$ cat config.mk
export PLATFORM = sky130hd
export DESIGN_NAME = ibex_mem_responder
export DESIGN_NICKNAME = d
export VERILOG_FILES = /design/src/rtl/ibex_mem_responder.sv
export SDC_FILE = /design/constraint.sdc
export NUM_CORES = 2
export LEC_CHECK = 0
export BUFFER_PORTS_ARGS = -buffer_cell sky130_fd_sc_hd__buf_2
export CORE_UTILIZATION = 60
export CTS_CLUSTER_DIAMETER = 40
export DETAILED_ROUTE_END_ITERATION = 8
export PLACE_DENSITY_LB_ADDON = 0.3
export RECOVER_POWER = 25
export SLEW_MARGIN = 0
export SYNTH_ARGS = -nofsm -noshare
export SYNTH_HDL_FRONTEND = slang
export SYNTH_SLANG_ARGS = --single-unit
$ cat constraint.sdc
create_clock -name clk_i -period 3.9 [get_ports clk_i]
set_clock_uncertainty 0.15 [all_clocks]
set_input_delay 0.585 -clock clk_i [delete_from_list [all_inputs] [get_ports clk_i]]
set_output_delay 0.585 -clock clk_i [all_outputs]
set_load 0.01 [all_outputs]
$ cat src/rtl/ibex_mem_responder.sv
// Bounded-latency OBI-style memory slave for one Ibex port: stall inputs are turned into legal
// gnt/rvalid timing with guaranteed progress, backed by a zero-initialised word memory.
module ibex_mem_responder #(
  parameter int unsigned MEM_WORDS       = 64,
  parameter int unsigned MAX_OUTSTANDING = 2,
  parameter int unsigned MAX_GNT_STALL   = 3,
  parameter int unsigned MAX_RSP_STALL   = 3
) (
  input  logic        clk_i,
  input  logic        rst_ni,
  input  logic        req_i,
  input  logic [31:0] addr_i,
  input  logic        we_i,
  input  logic [3:0]  be_i,
  input  logic [31:0] wdata_i,
  output logic        gnt_o,
  output logic        rvalid_o,
  output logic [31:0] rdata_o,
  output logic        err_o,
  input  logic        stall_gnt_i,
  input  logic        stall_rsp_i,
  output logic [2:0]  outstanding_o,
  output logic        protocol_err_o
);

  localparam int unsigned IDX_W = (MEM_WORDS > 1) ? $clog2(MEM_WORDS) : 1;
  localparam int unsigned PTR_W = (MAX_OUTSTANDING > 1) ? $clog2(MAX_OUTSTANDING) : 1;
  localparam int unsigned GCW   = $clog2(MAX_GNT_STALL + 2);
  localparam int unsigned RCW   = $clog2(MAX_RSP_STALL + 2);

  function automatic logic [PTR_W-1:0] ptr_inc(input logic [PTR_W-1:0] p);
    if (p == PTR_W'(MAX_OUTSTANDING - 1)) begin
      return PTR_W'(0);
    end else begin
      return p + PTR_W'(1);
    end
  endfunction

  logic [31:0]                mem_q [MEM_WORDS];
  logic [31:0]                fifo_rdata_q [MAX_OUTSTANDING];
  logic [MAX_OUTSTANDING-1:0] fifo_err_q;
  logic [PTR_W-1:0]           rd_ptr_q, rd_ptr_d, wr_ptr_q, wr_ptr_d;
  logic [2:0]                 cnt_q, cnt_d;
  logic [GCW-1:0]             gnt_stall_q, gnt_stall_d;
  logic [RCW-1:0]             rsp_stall_q, rsp_stall_d;
  logic                       rvalid_q, err_q;
  logic [31:0]                rdata_q;
  logic                       pend_q, we_q, perr_q;
  logic [31:0]                addr_q, wdata_q;
  logic [3:0]                 be_q;

  logic             in_range_s, push_s, fifo_empty_s, fifo_full_s;
  logic             head_valid_s, rsp_fire_s, pop_s, wr_s, viol_s;
  logic             push_err_s, head_err_s;
  logic [IDX_W-1:0] idx_s;
  logic [31:0]      push_rdata_s, head_rdata_s;

  assign in_range_s   = (addr_i[31:2] < 30'(MEM_WORDS));
  assign idx_s        = addr_i[IDX_W+1:2];
  assign fifo_empty_s = (cnt_q == 3'd0);
  assign fifo_full_s  = (cnt_q >= 3'(MAX_OUTSTANDING));
  assign gnt_o        = rst_ni & req_i & ~fifo_full_s &
                        (~stall_gnt_i | (gnt_stall_q == GCW'(MAX_GNT_STALL)));
  assign push_s       = req_i & gnt_o;
  assign push_err_s   = ~in_range_s;
  assign push_rdata_s = (in_range_s & ~we_i) ? mem_q[idx_s] : 32'h0;

  // An empty FIFO lets the entry being granted respond at this edge (latency 1).
  assign head_valid_s = ~fifo_empty_s | push_s;
  assign head_rdata_s = fifo_empty_s ? push_rdata_s : fifo_rdata_q[rd_ptr_q];
  assign head_err_s   = fifo_empty_s ? push_err_s : fifo_err_q[rd_ptr_q];
  assign rsp_fire_s   = head_valid_s & (~stall_rsp_i | (rsp_stall_q == RCW'(MAX_RSP_STALL)));
  assign pop_s        = rsp_fire_s & ~fifo_empty_s;
  assign wr_s         = push_s & ~(fifo_empty_s & rsp_fire_s);

  assign viol_s = pend_q & (~req_i | (addr_i != addr_q) | (we_i != we_q) |
                            (be_i != be_q) | (wdata_i != wdata_q));

  assign rvalid_o       = rvalid_q;
  assign rdata_o        = rdata_q;
  assign err_o          = err_q;
  assign outstanding_o  = cnt_q;
  assign protocol_err_o = perr_q;

  always_comb begin
    gnt_stall_d = gnt_stall_q;
    rsp_stall_d = rsp_stall_q;
    rd_ptr_d    = rd_ptr_q;
    wr_ptr_d    = wr_ptr_q;
    cnt_d       = cnt_q + {2'b00, wr_s} - {2'b00, pop_s};
    if (~req_i | gnt_o) begin
      gnt_stall_d = GCW'(0);
    end else if (~fifo_full_s & (gnt_stall_q != GCW'(MAX_GNT_STALL))) begin
      gnt_stall_d = gnt_stall_q + GCW'(1);
    end else begin
      gnt_stall_d = gnt_stall_q;
    end
    if (rsp_fire_s) begin
      rsp_stall_d = RCW'(0);
    end else if (head_valid_s & (rsp_stall_q != RCW'(MAX_RSP_STALL))) begin
      rsp_stall_d = rsp_stall_q + RCW'(1);
    end else begin
      rsp_stall_d = rsp_stall_q;
    end
    if (wr_s) begin
      wr_ptr_d = ptr_inc(wr_ptr_q);
    end else begin
      wr_ptr_d = wr_ptr_q;
    end
    if (pop_s) begin
      rd_ptr_d = ptr_inc(rd_ptr_q);
    end else begin
      rd_ptr_d = rd_ptr_q;
    end
  end

  always_ff @(posedge clk_i or negedge rst_ni) begin
    if (!rst_ni) begin
      for (int i = 0; i < int'(MEM_WORDS); i++) begin
        mem_q[i] <= 32'h0;
      end
    end else if (push_s & we_i & in_range_s) begin
      for (int b = 0; b < 4; b++) begin
        if (be_i[b]) begin
          mem_q[idx_s][8*b +: 8] <= wdata_i[8*b +: 8];
        end
      end
    end
  end

  always_ff @(posedge clk_i or negedge rst_ni) begin
    if (!rst_ni) begin
      for (int i = 0; i < int'(MAX_OUTSTANDING); i++) begin
        fifo_rdata_q[i] <= 32'h0;
      end
      fifo_err_q <= '0;
    end else if (wr_s) begin
      fifo_rdata_q[wr_ptr_q] <= push_rdata_s;
      fifo_err_q[wr_ptr_q]   <= push_err_s;
    end
  end

  always_ff @(posedge clk_i or negedge rst_ni) begin
    if (!rst_ni) begin
      rd_ptr_q    <= PTR_W'(0);
      wr_ptr_q    <= PTR_W'(0);
      cnt_q       <= 3'd0;
      gnt_stall_q <= GCW'(0);
      rsp_stall_q <= RCW'(0);
      rvalid_q    <= 1'b0;
      rdata_q     <= 32'h0;
      err_q       <= 1'b0;
      pend_q      <= 1'b0;
      addr_q      <= 32'h0;
      wdata_q     <= 32'h0;
      we_q        <= 1'b0;
      be_q        <= 4'h0;
      perr_q      <= 1'b0;
    end else begin
      rd_ptr_q    <= rd_ptr_d;
      wr_ptr_q    <= wr_ptr_d;
      cnt_q       <= cnt_d;
      gnt_stall_q <= gnt_stall_d;
      rsp_stall_q <= rsp_stall_d;
      rvalid_q    <= rsp_fire_s;
      rdata_q     <= rsp_fire_s ? head_rdata_s : 32'h0;
      err_q       <= rsp_fire_s & head_err_s;
      pend_q      <= req_i & ~gnt_o;
      addr_q      <= addr_i;
      wdata_q     <= wdata_i;
      we_q        <= we_i;
      be_q        <= be_i;
      perr_q      <= perr_q | viol_s;
    end
  end

endmodule

**After elaboration in Yosys (flattened, before gate mapping)**

Cells that the tools add are included.

- Flip-flop bits (word level): 2230

- Add/subtract/negate cells: 6
- $lt $le $gt $ge: 10
- Bitwise gates (word level): 37
- Mux-type cells: 43
- Equality and inequality tests: 8
- Reduce and logical (&&, ||, !) cells: 6

Operators with widths:

| kind | count |
|---|---|
| 2048-bit two-way mux | 7 |
| 2048-bit bitwise mux | 4 |
| 32-bit demux with 6-bit select | 4 |
| 32-bit two-way mux | 10 |
| 32-bit binary-select mux with 6-bit select | 1 |
| 64-bit bitwise mux | 1 |
| 32-bit != test | 2 |
| 32-bit demux with 1-bit select | 1 |
| 30-bit by 7-bit < comparator with 1-bit output (second input constant) | 1 |
| 24-bit two-way mux | 1 |
| 1-bit bitwise AND | 16 |
| 16-bit two-way mux | 1 |
| 3-bit two-way mux | 4 |
| 1-bit inverter | 9 |
| 1-bit OR | 9 |
| 8-bit two-way mux | 1 |
| 7-bit greater-or-equal comparator (second input constant) | 1 |
| 7-bit by 1-bit < comparator with 1-bit output (second input constant) | 1 |
| 6-bit inverter with 7-bit output | 1 |
| 3-bit by 1-bit adder with 3-bit output (second input constant) | 2 |
| 3-bit by 2-bit == test with 1-bit output (second input constant) | 2 |
| 1-bit two-way mux | 6 |
| 3-bit by 2-bit != test with 1-bit output (second input constant) | 2 |
| 2-bit greater-or-equal comparator (second input constant) | 2 |
| other kinds (15) | 21 |

**Logic depth before layout (Yosys ltp)**

- Word-level depth: 16
- Mapped depth: 12
- Depth with buffers taken out: 10

**Worst setup path after synthesis**

No wires, ideal clock.

- Kind: input port to flip-flop
- Start: input port addr_i[16]
- End: register mem_q[1023] (netlist name)
- Path buffers: 2
- Stages on the path: 8
- Arrival: 2.408 ns
- Slack: 1.214 ns
- Path through: nor4_1 > nand4_1 > nor2_1 > and4_1 > buf_6 > buf_8 > nand2_2 > mux2_1

- Word-level cells in the longest chain between the ends: 2

Ends and longest elaborated chain:

| item | RTL line | text |
|---|---|---|
| start: declaration | 12 | `input logic [31:0] addr_i,` |
| 30-bit by 7-bit < comparator with 1-bit output | 58 | `assign in_range_s = (addr_i[31:2] < 30'(MEM_WORDS));` |
| 1-bit bitwise AND | 122 | `end else if (push_s & we_i & in_range_s) begin` |
| end signal: indexed assignment | 125 | `mem_q[idx_s][8*b +: 8] <= wdata_i[8*b +: 8];` |
| end: declaration | 39 | `logic [31:0] mem_q [MEM_WORDS];` |

Every way passes these cells.
A chain may end at the register's enable or synchronous reset.

**Worst setup path after layout**

- Start: input port addr_i[5]
- End: register mem_q[696] (netlist name)

- Word-level cells in the longest chain between the ends: 13
- Elaborated cells on any way between the ends: 22
- Classes of those cells: order compare: 3; mux: 16; bitwise: 2; reduce/logical: 1

Ends and longest elaborated chain:

| item | RTL line | text |
|---|---|---|
| 6-bit inverter with 7-bit output (implied by the code) | 125 |  |
| 32-bit demux with 6-bit select | 125 |  |
| 2048-bit bitwise mux | 125 |  |
| 2048-bit two-way mux | 124 | `if (be_i[b]) begin` |
| 2048-bit two-way mux | 122 |  |
| 2048-bit bitwise mux | 125 |  |
| 2048-bit two-way mux | 124 |  |
| 2048-bit two-way mux | 122 |  |
| 2048-bit bitwise mux | 125 |  |
| 2048-bit two-way mux | 124 |  |
| 2048-bit two-way mux | 122 |  |
| 2048-bit bitwise mux | 125 |  |
| 2048-bit two-way mux | 124 |  |

Several ways; a longest one is shown, not always the timed one. The select of a mux whose other input is x is not followed.

==> reports/metrics.yaml <==
cp.required_ns: 4.55
worst-path-max-fanout: 16
path_class: "in2reg"
grt_use_total_pct: 40.7
gp_congestion: 0.994
async_flop_share_pct: 100
slowest_stage: "nor2_1"
ios: 113
synth_top_area_share_pct: 54.8
die-area_sq_mm: 0.171
crit_chain: "dlygate4sd3_1 > clkbuf_1 > buf_4 > nand3b_1 > buf_4 > nor2_1 > buf_4 > nand2_2 > mux2_2"
synthFlopType: "dfrtp_1"
port_buffers: 112
crit_path_end_kind: "flip-flop"
cts_setup_buffers: 0
setup_viol: 0
syn-cell-area_sq_mm: 0.102
core_region_area_sq_mm: 0.168
cts_buffer_depth: 4
routed_wl_um: 349000
nets: 7783
cts_resized: 0
timing.final.crit_share_pct: 98.4
cts_buffers: 304
p_per_area_mw_per_mm2: 470
synthesis.nets: 7457
cts_sinks: 2230
yosysWarnings: 0
drt-wirelength-per-cell_um: 34.4
yosysTopAreaCell: "dfrtp_1"
grt_max_degree: 188
path_clk_slew_ns: 0.06
crit_arrival_ns: 4.49
grt_pass1_wl_um: 508000
violations: "capacitance limit, slew limit"
yosysUniqueCellTypes: 86
status: "finished, violations left"
holdWs_ns: 0.0318
drive_gt1_share_pct: 45.6
worstMarginPinSlew_ns: 4.00
die_w_um: 414
tritoncts: "yes"
max_freq_ghz: 0.260
power.static_leakage_nw: 57.7
cts_root_buffer: "clkbuf_16"
initial_core_util_pct: 60.7
slowest_delay_ns: 0.89
vias: 70900
ys_seq_area_share_pct: 54.8
crit_path_frequent_cell: "buf_4"
placed_cell_area_sq_mm: 0.107
tns_ns: 0
antenna_found_initial: 15
syn_inst: 7375
final_area_sq_mm: 0.117
detail-route-antenna-nets: 0
dp_hpwl_um: 227000
synth_edf_count: 0
syn_to_final_growth_pct: 14.7
htree_levels: 5
start_kind: "input port"
drt_pre_antenna_iters: 8
die_h_um: 414
ys_ff_latch: 2230
fin_crit_ns: 3.84
dr.first_iter.drc_count: 8841
fillCellCount: 11300
rsz0062_at_grt: "no"
overflow: 0
avgSynthCellArea_sq_um: 13.8
clk_latency_ns: 0.94
max_cap_violations: 34
core.rowCount: 150
remaining_drc_errors: 0
hold_violations: 0
hold_class: "in2reg"
drv_slew: 2033
peakVddDrop_v: 0.000457
via_per_inst: 7.00
maxSlewHeadroom_pct: -167
grt_pass1_vias: 72800
synth_area_leaders: "dfrtp_1 (55%), mux2_2 (24%), mux4_2 (3.1%)"
==> Yosys cell counts, drive strengths merged (17+ instances only) <==
cell type,n
a211oi,46
a21oi,114
a221oi,28
a22oi,68
a2bb2oi,17
buf,253
clkbuf,324
dfrtp,2230
inv,37
mux2,2221
mux2i,211
mux4,142
nand2,416
nand2b,18
nand3,29
nand4,28
nor2,168
nor2b,38
nor3,18
nor4,26
o21ai,144
o221ai,152
o22a,44
o22ai,268
o31ai,30
xnor2,49
xor2,18
==> metrics by stage <==
| stage | power, W | utilization, % | std cells | setup slack, ns |
|---|---|---|---|---|
| after floorplan | 0.0255 | - | 7375 | 1.21 |
| final | 0.0549 | 69.6 | 10100 | 0.0610 |
| after detailed placement | 0.0275 | 63.5 | 9551 | 0.0694 |
| after global routing | 0.0560 | 69.6 | 10100 | 0.172 |
| after global placement | 0.0274 | 63.5 | 9551 | -0.0183 |
| after CTS | 0.0548 | 69.8 | 10100 | 0.555 |
==> per-layer routing <==
| layer | wire length, um | global-route usage [%] | up-vias |
|---|---|---|---|
| met3 | 44000 | 14.4 | 1396 |
| li1 | - | - | 28100 |
| met5 | 195 | 0.583 | - |
| met4 | 29100 | 28.2 | 14 |
| met2 | 149000 | 58.4 | 4454 |
| met1 | 127000 | 51.7 | 36900 |
==> where the power goes <==
part           switching (W)  total (W)  internal, W
logic                0.00281    0.00385      0.00104
registers           0.000129     0.0234       0.0233
clock network         0.0107     0.0276       0.0170
==> cell families after synthesis <==
logic type / after synthesis / synth area share (%)
and+or+nand+nor: 838 / 4.45
buffers and inverters: 614 / 3.15
AOI/OAI and AO/OA: 1044 / 7.17
DFF: 2230 / 54.8
adders and majority gates: 8 / 0.106
xor gates and xnor gates: 67 / 0.576
muxes: 2574 / 29.8
==> area by class of cell <==
cell class	instances	area, sq um	area share [%]
sequential	2230	55800	47.8
multi-input combinational	4531	43000	36.8
clock buffer	371	8230	7.04
timing repair buffer	597	5150	4.41
tap	2204	2760	2.36
clock inverter	150	1770	1.52
inverter	37	148	0.126
antenna	8	20.0	0.0171
==> state kept, by name (all words and copies together), names as in the netlist, 3 cells and up <==
signal,count
be_q,4
mem_q,2048
addr_q,32
wdata_q,32
rdata_o,32
outstanding_o,3
rsp_stall_q,3
fifo_rdata_q,64
gnt_stall_q,3
==> critical path, delay by kind of cell <==
kind / cells / cell delay [ns]
buffers and inverters: 5 / 2.09
and+or+nand+nor: 3 / 1.41
muxes: 1 / 0.38
==> timing repair <==
action	CTS	global route
hold endpoints to repair	722	0
hold buffers	48	0
setup endpoints to repair	0	0
==> final timing paths <==
path,end,from,slack [ns],depth (start not counted)
hold reg to reg,fifo_rdata_q[56],fifo_rdata_q[56],0.32,2
min in group asynchronous,mem_q[1481],rst_ni,0.22,3
setup reg to reg,mem_q[1764],outstanding_o[1],0.16,9
setup / recovery,mem_q[696],addr_i[5],0.06,9
max in group asynchronous,mem_q[1494],rst_ni,0.55,4
hold / removal,addr_q[3],addr_i[3],0.03,2
==> cells in the final DEF, fill, tap and decap left out, types with 26 or more instances in the layout <==
cell and instances:
clkbuf_1 117, mux4_2 142, a21oi_1 114, nor2b_1 34, o21ai_0 144, nand2_1 173
clkbuf_16 311, dlygate4sd3_1 47, mux2i_1 211, clkinvlp_4 35, a221oi_1 28, o221ai_1 151
o31ai_1 30, bufinv_16 28, mux2_2 2203, xnor2_1 49, dfrtp_1 2229, nor2_1 153
inv_1 34, clkinv_2 35, nand4_1 28, buf_4 328, inv_6 28, buf_2 57
o22ai_1 268, nor4_1 26, a211oi_1 46, o22a_1 44, a22oi_1 68, buf_12 78
nand2_2 241
Note: power is estimated with default switching activity, not from simulation.
